## config.mk

```make
export PLATFORM = sky130hd
export DESIGN_NAME = hangman_guess_engine
export DESIGN_NICKNAME = d
export VERILOG_FILES = /design/src/rtl/hangman_guess_engine.sv
export SDC_FILE = /design/constraint.sdc
export NUM_CORES = 1
export LEC_CHECK = 0
export ABC_AREA = 1
export CORE_ASPECT_RATIO = 0.75
export CORE_MARGIN = 2
export CORE_UTILIZATION = 39
export CTS_CLUSTER_DIAMETER = 50
export CTS_CLUSTER_SIZE = 24
export DETAILED_ROUTE_END_ITERATION = 6
export DONT_BUFFER_PORTS = 1
export PLACE_DENSITY_LB_ADDON = 0.3
export SKIP_CTS_REPAIR_TIMING = 1
export SLEW_MARGIN = 20
export SYNTH_ARGS = -nofsm -noshare
export SYNTH_HDL_FRONTEND = slang
export SYNTH_SLANG_ARGS = --single-unit
export TNS_END_PERCENT = 5
```

## constraint.sdc

```tcl
create_clock -name clk -period 5.6 [get_ports clk]
set_input_delay 0.84 -clock clk [delete_from_list [all_inputs] [get_ports clk]]
set_output_delay 0.84 -clock clk [all_outputs]
set_load 0.05 [all_outputs]
```

## src/rtl/hangman_guess_engine.sv

```systemverilog
// ============================================================================
// Module   : hangman_guess_engine
// Purpose  : Debounces the guess button and judges 5-bit letter guesses
//            against a fixed 4-letter secret word. Drives the display codes.
// Revision : 1.0 - initial release
// ============================================================================
`default_nettype none

module hangman_guess_engine #(
    parameter int          DEBOUNCE_CYCLES = 1000000,
    parameter int          START_SCORE     = 10,
    parameter logic [19:0] WORD            = {5'd3, 5'd0, 5'd4, 5'd1}
) (
    input  logic       clk,
    input  logic       rst,
    input  logic       btnR,
    input  logic [7:0] sw,
    output logic [4:0] slot0,
    output logic [4:0] slot1,
    output logic [4:0] slot2,
    output logic [4:0] slot3,
    output logic [6:0] score,
    output logic [3:0] score_tens,
    output logic [3:0] score_ones,
    output logic       hit,
    output logic       miss,
    output logic       dup,
    output logic       err,
    output logic       won,
    output logic       lost
);

    localparam int                 c_CNT_W     = (DEBOUNCE_CYCLES > 1) ? $clog2(DEBOUNCE_CYCLES) : 1;
    localparam logic [c_CNT_W-1:0] c_CNT_MAX   = c_CNT_W'(DEBOUNCE_CYCLES - 1);
    localparam logic [6:0]         c_START     = 7'(START_SCORE);
    localparam logic [4:0]         c_BLANK     = 5'd31;
    localparam logic [4:0]         c_LAST_CODE = 5'd25;

    typedef enum logic [1:0] {
        ST_PLAY  = 2'd0,
        ST_CHECK = 2'd1,
        ST_WON   = 2'd2,
        ST_LOST  = 2'd3
    } state_t;

    // ------------------------------------------------------------------
    // Button synchronizer, debouncer and rising-edge press pulse
    // ------------------------------------------------------------------
    logic               r_sync1;
    logic               r_sync2;
    logic               r_db;
    logic               r_db_d;
    logic               r_press;
    logic [c_CNT_W-1:0] r_cnt;

    always_ff @(posedge clk) begin
        if (rst) begin
            r_sync1 <= 1'b0;
            r_sync2 <= 1'b0;
            r_db    <= 1'b0;
            r_db_d  <= 1'b0;
            r_press <= 1'b0;
            r_cnt   <= '0;
        end else begin
            r_sync1 <= btnR;
            r_sync2 <= r_sync1;
            if (r_sync2 == r_db) begin
                r_cnt <= '0;
            end else if (r_cnt == c_CNT_MAX) begin
                r_db  <= ~r_db;
                r_cnt <= '0;
            end else begin
                r_cnt <= r_cnt + c_CNT_W'(1);
            end
            r_db_d  <= r_db;
            r_press <= r_db & ~r_db_d;
        end
    end

    // ------------------------------------------------------------------
    // Game state
    // ------------------------------------------------------------------
    state_t      r_state,    w_state_nxt;
    logic [4:0]  r_letter,   w_letter_nxt;
    logic [31:0] r_used,     w_used_nxt;
    logic [3:0]  r_revealed, w_rev_nxt;
    logic [6:0]  r_score,    w_score_nxt;
    logic        r_hit,  w_hit_nxt;
    logic        r_miss, w_miss_nxt;
    logic        r_dup,  w_dup_nxt;
    logic        r_err,  w_err_nxt;

    logic [3:0]  w_match;
    logic [4:0]  w_slot [4];
    logic [4:0]  w_sw_letter;
    logic        w_unused_sw;

    assign w_sw_letter = sw[4:0];
    assign w_unused_sw = ^sw[6:5];

    for (genvar gi = 0; gi < 4; gi++) begin : g_slot
        assign w_match[gi] = (WORD[gi*5 +: 5] == r_letter);
        assign w_slot[gi]  = r_revealed[gi] ? WORD[gi*5 +: 5] : c_BLANK;
    end

    always_comb begin
        w_state_nxt  = r_state;
        w_letter_nxt = r_letter;
        w_used_nxt   = r_used;
        w_rev_nxt    = r_revealed;
        w_score_nxt  = r_score;
        w_hit_nxt    = 1'b0;
        w_miss_nxt   = 1'b0;
        w_dup_nxt    = 1'b0;
        w_err_nxt    = 1'b0;
        case (r_state)
            ST_PLAY: begin
                if (r_press) begin
                    if (w_sw_letter > c_LAST_CODE) begin
                        w_err_nxt = 1'b1;
                    end else if (r_used[w_sw_letter]) begin
                        w_dup_nxt = 1'b1;
                    end else begin
                        w_letter_nxt = w_sw_letter;
                        w_state_nxt  = ST_CHECK;
                    end
                end
            end
            ST_CHECK: begin
                w_rev_nxt            = r_revealed | w_match;
                w_used_nxt[r_letter] = 1'b1;
                if (|w_match) begin
                    w_hit_nxt = 1'b1;
                end else begin
                    w_miss_nxt  = 1'b1;
                    w_score_nxt = r_score - 7'd1;
                end
                // End-of-game decision uses the post-update mask and score
                if (&w_rev_nxt) begin
                    w_state_nxt = ST_WON;
                end else if (w_score_nxt == 7'd0) begin
                    w_state_nxt = ST_LOST;
                end else begin
                    w_state_nxt = ST_PLAY;
                end
            end
            ST_WON, ST_LOST: begin
                if (r_press && sw[7]) begin
                    w_used_nxt  = '0;
                    w_rev_nxt   = '0;
                    w_score_nxt = c_START;
                    w_state_nxt = ST_PLAY;
                end
            end
            default: begin
                w_state_nxt = ST_PLAY;
            end
        endcase
    end

    always_ff @(posedge clk) begin
        if (rst) begin
            r_state    <= ST_PLAY;
            r_letter   <= '0;
            r_used     <= '0;
            r_revealed <= '0;
            r_score    <= c_START;
            r_hit      <= 1'b0;
            r_miss     <= 1'b0;
            r_dup      <= 1'b0;
            r_err      <= 1'b0;
        end else begin
            r_state    <= w_state_nxt;
            r_letter   <= w_letter_nxt;
            r_used     <= w_used_nxt;
            r_revealed <= w_rev_nxt;
            r_score    <= w_score_nxt;
            r_hit      <= w_hit_nxt;
            r_miss     <= w_miss_nxt;
            r_dup      <= w_dup_nxt;
            r_err      <= w_err_nxt;
        end
    end

    assign slot0      = w_slot[0];
    assign slot1      = w_slot[1];
    assign slot2      = w_slot[2];
    assign slot3      = w_slot[3];
    assign score      = r_score;
    assign score_tens = 4'(r_score / 7'd10);
    assign score_ones = 4'(r_score % 7'd10);
    assign hit        = r_hit;
    assign miss       = r_miss;
    assign dup        = r_dup;
    assign err        = r_err;
    assign won        = (r_state == ST_WON);
    assign lost       = (r_state == ST_LOST);

endmodule

`default_nettype wire

```

==> results.yml <==
run_status:
  outcome: "completed"
pwr:
  p_comb_frac: 0.023
  switchingPower_w: 0.000240
  clock_power_share: 0.484
  total_power_w: 0.00114
  power.density_nw_per_um2: 266
  p_int_w: 0.000902
  vdd.ir_drop.worst_uv: 169
  p_leak_nw: 1.73
  power.switching_fraction: 0.210
  pwr-share-seq: 0.493
cts:
  numCtsBuffers: 9
  clock-root-buffer: "clkbuf_16"
  clock_sinks: 79
  cts_tree: "done"
  clk_latency_ns: 0.33
  clk_pin_slew_ns: 0.06
  htree_levels: 3
  clock_path_buffers: 2
cells_and_area:
  drive_above_1_share: 0.0860
  final_cell_mix: "94 x nand2_1, 82 x nor2_1, 79 x dfxtp_1, 74 x inv_1, 43 x a21oi_1"
  antenna_cells: 0
  fin_nets: 570
  area_growth_pct: 7.07
  layout.cells.most_common: "nand2_1"
setup_path:
  cp-end-kind: "output pin"
  path_class: "register to output pin"
  cp.arrival_ns: 3.56
  rr_worst_depth: 8
  required_ns: 4.76
  cp-start-kind: "register"
  critPathMaxFanout: 8
global_routing:
  grt_max_degree: 35
  grt_usage: 0.175
  grt_pass1_wl_um: 15500
  overflow: 0
  antenna_found_initial: 0
  first_global_vias: 3164
hold_path:
  hp-class: "register to register"
  min_path_cells: 1
sta:
  holdWs_ns: 0.399
  setup_viol: 0
  rsz0062_at_grt: "no"
  relSlewSlack: 0.263
  hold_viol: 0
  fin_worst_skew_ns: 0.00837
  layout_min_cycle_time_ns: 4.40
  fmax_ghz: 0.227
  drv_slew: 0
  fin_crit_sh: 0.786
  finalSetupTns_ns: 0
  worst_slew_pin_slew_ns: 1.10
yosys:
  synth-seq-cells: 79
  synth.distinct_cells: 42
  yosysWarnings: 0
  syn-instance-count: 569
  syn_area_um2: 4020
  yosysTopAreaCell: "dfxtp_1"
  synthTopCellsByArea: "dfxtp_1 39%, nand2_1 8.9%, nor2_1 7.7%, inv_1 7.2%, a21oi_1 5.4%"
  synth_top_area_share: 0.394
  syn-mean-instance-area_um2: 7.06
  synth-seq-area-share: 0.394
routing:
  avgRoutedWirePerCell_um: 13.4
  dr.pass1.iters: 5
  routed_via_density: 4.99
  drc: 0
  drtIter0Drc: 266
  finalWirelength_um: 9290
  vias: 3466
  ant_nets: 0
placed_design:
  dp_hpwl_um: 6730
  portBuffers: 0
  gp_congestion: 0.800
die:
  start_util: 0.395
  num_rows: 32
  pin_count: 52
  die_w_um: 121
  die_h_um: 91.9
  die_area_um2: 11100
  fp.coreArea_um2: 10200
run:
  maxCapViolCount: 0
-- layer usage --
metal  track usage  wire length (µm)  vias to the layer above  part of all wire
met1         0.250              4600                     1566              0.49
met5             0                 0                        -                 0
li1              -                 -                     1791                 -
met2         0.255              3850                      101              0.41
met4        0.0517                96                        0             0.010
met3        0.0498               751                        8             0.081
-- registers in the layout, summed over array words and instances (netlist names) --
| name | cells |
|---|---|
| r_revealed | 4 |
| miss | 1 |
| r_state | 2 |
| r_sync1 | 1 |
| r_sync2 | 1 |
| score | 7 |
| hit | 1 |
| dup | 1 |
| r_db | 1 |
| r_letter | 5 |
| r_db_d | 1 |
| r_cnt | 20 |
| r_press | 1 |
| r_used | 32 |
| err | 1 |
-- power by group through the flow --
| stage | Combinational [W] | Sequential [W] | Clock (W) |
|---|---|---|---|
| after detailed placement | 0.0000260 | 0.000576 | 0 |
| after global routing | 0.0000293 | 0.000563 | 0.000585 |
| after CTS | 0.0000260 | 0.000563 | 0.000565 |
| final | 0.0000263 | 0.000563 | 0.000553 |
| after global placement | 0.0000256 | 0.000576 | 0 |
| after floorplan | 0.0000287 | 0.000576 | 0 |
-- metrics by stage --
step	cells	instance area, µm²	setup WS, ns	util
2_1_floorplan	572	4030	1.54	-
3_3_place_gp	679	4010	1.61	0.394
3_5_place_dp	679	4010	1.54	0.394
4_1_cts	694	4300	1.18	0.422
5_1_grt	694	4300	0.959	0.423
6_report	694	4300	1.20	0.423
-- worst max-delay path, stage by stage, from the launching register on --
cell and delay, ns:
dfxtp_1 0.90, nand2_2 0.19, nand2_4 0.13, nand2_4 0.06, nand2_4 0.08, nand2_4 0.13
nand2_1 0.09, nand2_1 0.06, inv_2 0.07, nand2_4 0.06, nand2_4 0.17, nand2_2 0.08
nand2_1 0.08, inv_1 0.05, ha_1 0.17, inv_1 0.09, nand3_2 0.10, nand3_2 0.25
nand2_1 0.08, nand2_1 0.36
-- cell families (layout without fill, tap and decap cells) --
kind of cell,Yosys count,count (layout),share of synthesized area
AOI/OAI and AO/OA,99,99,0.140
xor gates and xnor gates,6,6,0.0131
adders and majority gates,5,5,0.0156
buffers and inverters,114,100,0.128
DFF,79,79,0.394
muxes,1,1,0.00249
other,1,4,0.000934
and+or+nand+nor,264,264,0.307
-- path summary, 6_finish.rpt --
check | slack (ns) | startpoint | end
hold / removal | 0.40 | r_db_d$_SDFF_PP0_ | r_press$_SDFF_PP0_
setup reg to reg | 2.80 | r_state[0]$_SDFFE_PP0P_ | r_used[17]$_SDFFE_PP0P_
hold reg to reg | 0.40 | r_db_d$_SDFF_PP0_ | r_press$_SDFF_PP0_
setup / recovery | 1.20 | score[6]$_SDFFE_PP0P_ | score_ones[2]
-- area by class of cell --
class,instances,area (µm²)
clock buffer,13,270
clock inverter,2,15.0
fill,1058,5870
inverter,83,313
multi-input combinational,379,1930
sequential,79,1580
tap,136,170
timing repair buffer,2,15.0
-- synthesized netlist by cell type, drive strengths merged --
| cell | instances |
|---|---|
| nor2 | 83 |
| o21ai | 26 |
| a211oi | 2 |
| nor3b | 4 |
| nand2 | 109 |
| a21oi | 44 |
| a31oi | 12 |
| nand4 | 8 |
| o21a | 4 |
| inv | 81 |
| nand3 | 36 |
| ha | 5 |
| nor4 | 2 |
| o211ai | 1 |
| conb | 1 |
| dfxtp | 79 |
| and3 | 1 |
| buf | 25 |
| a32o | 1 |
| clkbuf | 6 |
| nand3b | 1 |
| nor3 | 20 |
| mux2i | 1 |
| clkinv | 2 |
| o22ai | 4 |
| a21boi | 2 |
| xor2 | 6 |
| o21bai | 1 |
| o2111ai | 2 |
Note: power is estimated with default switching activity, not from simulation.
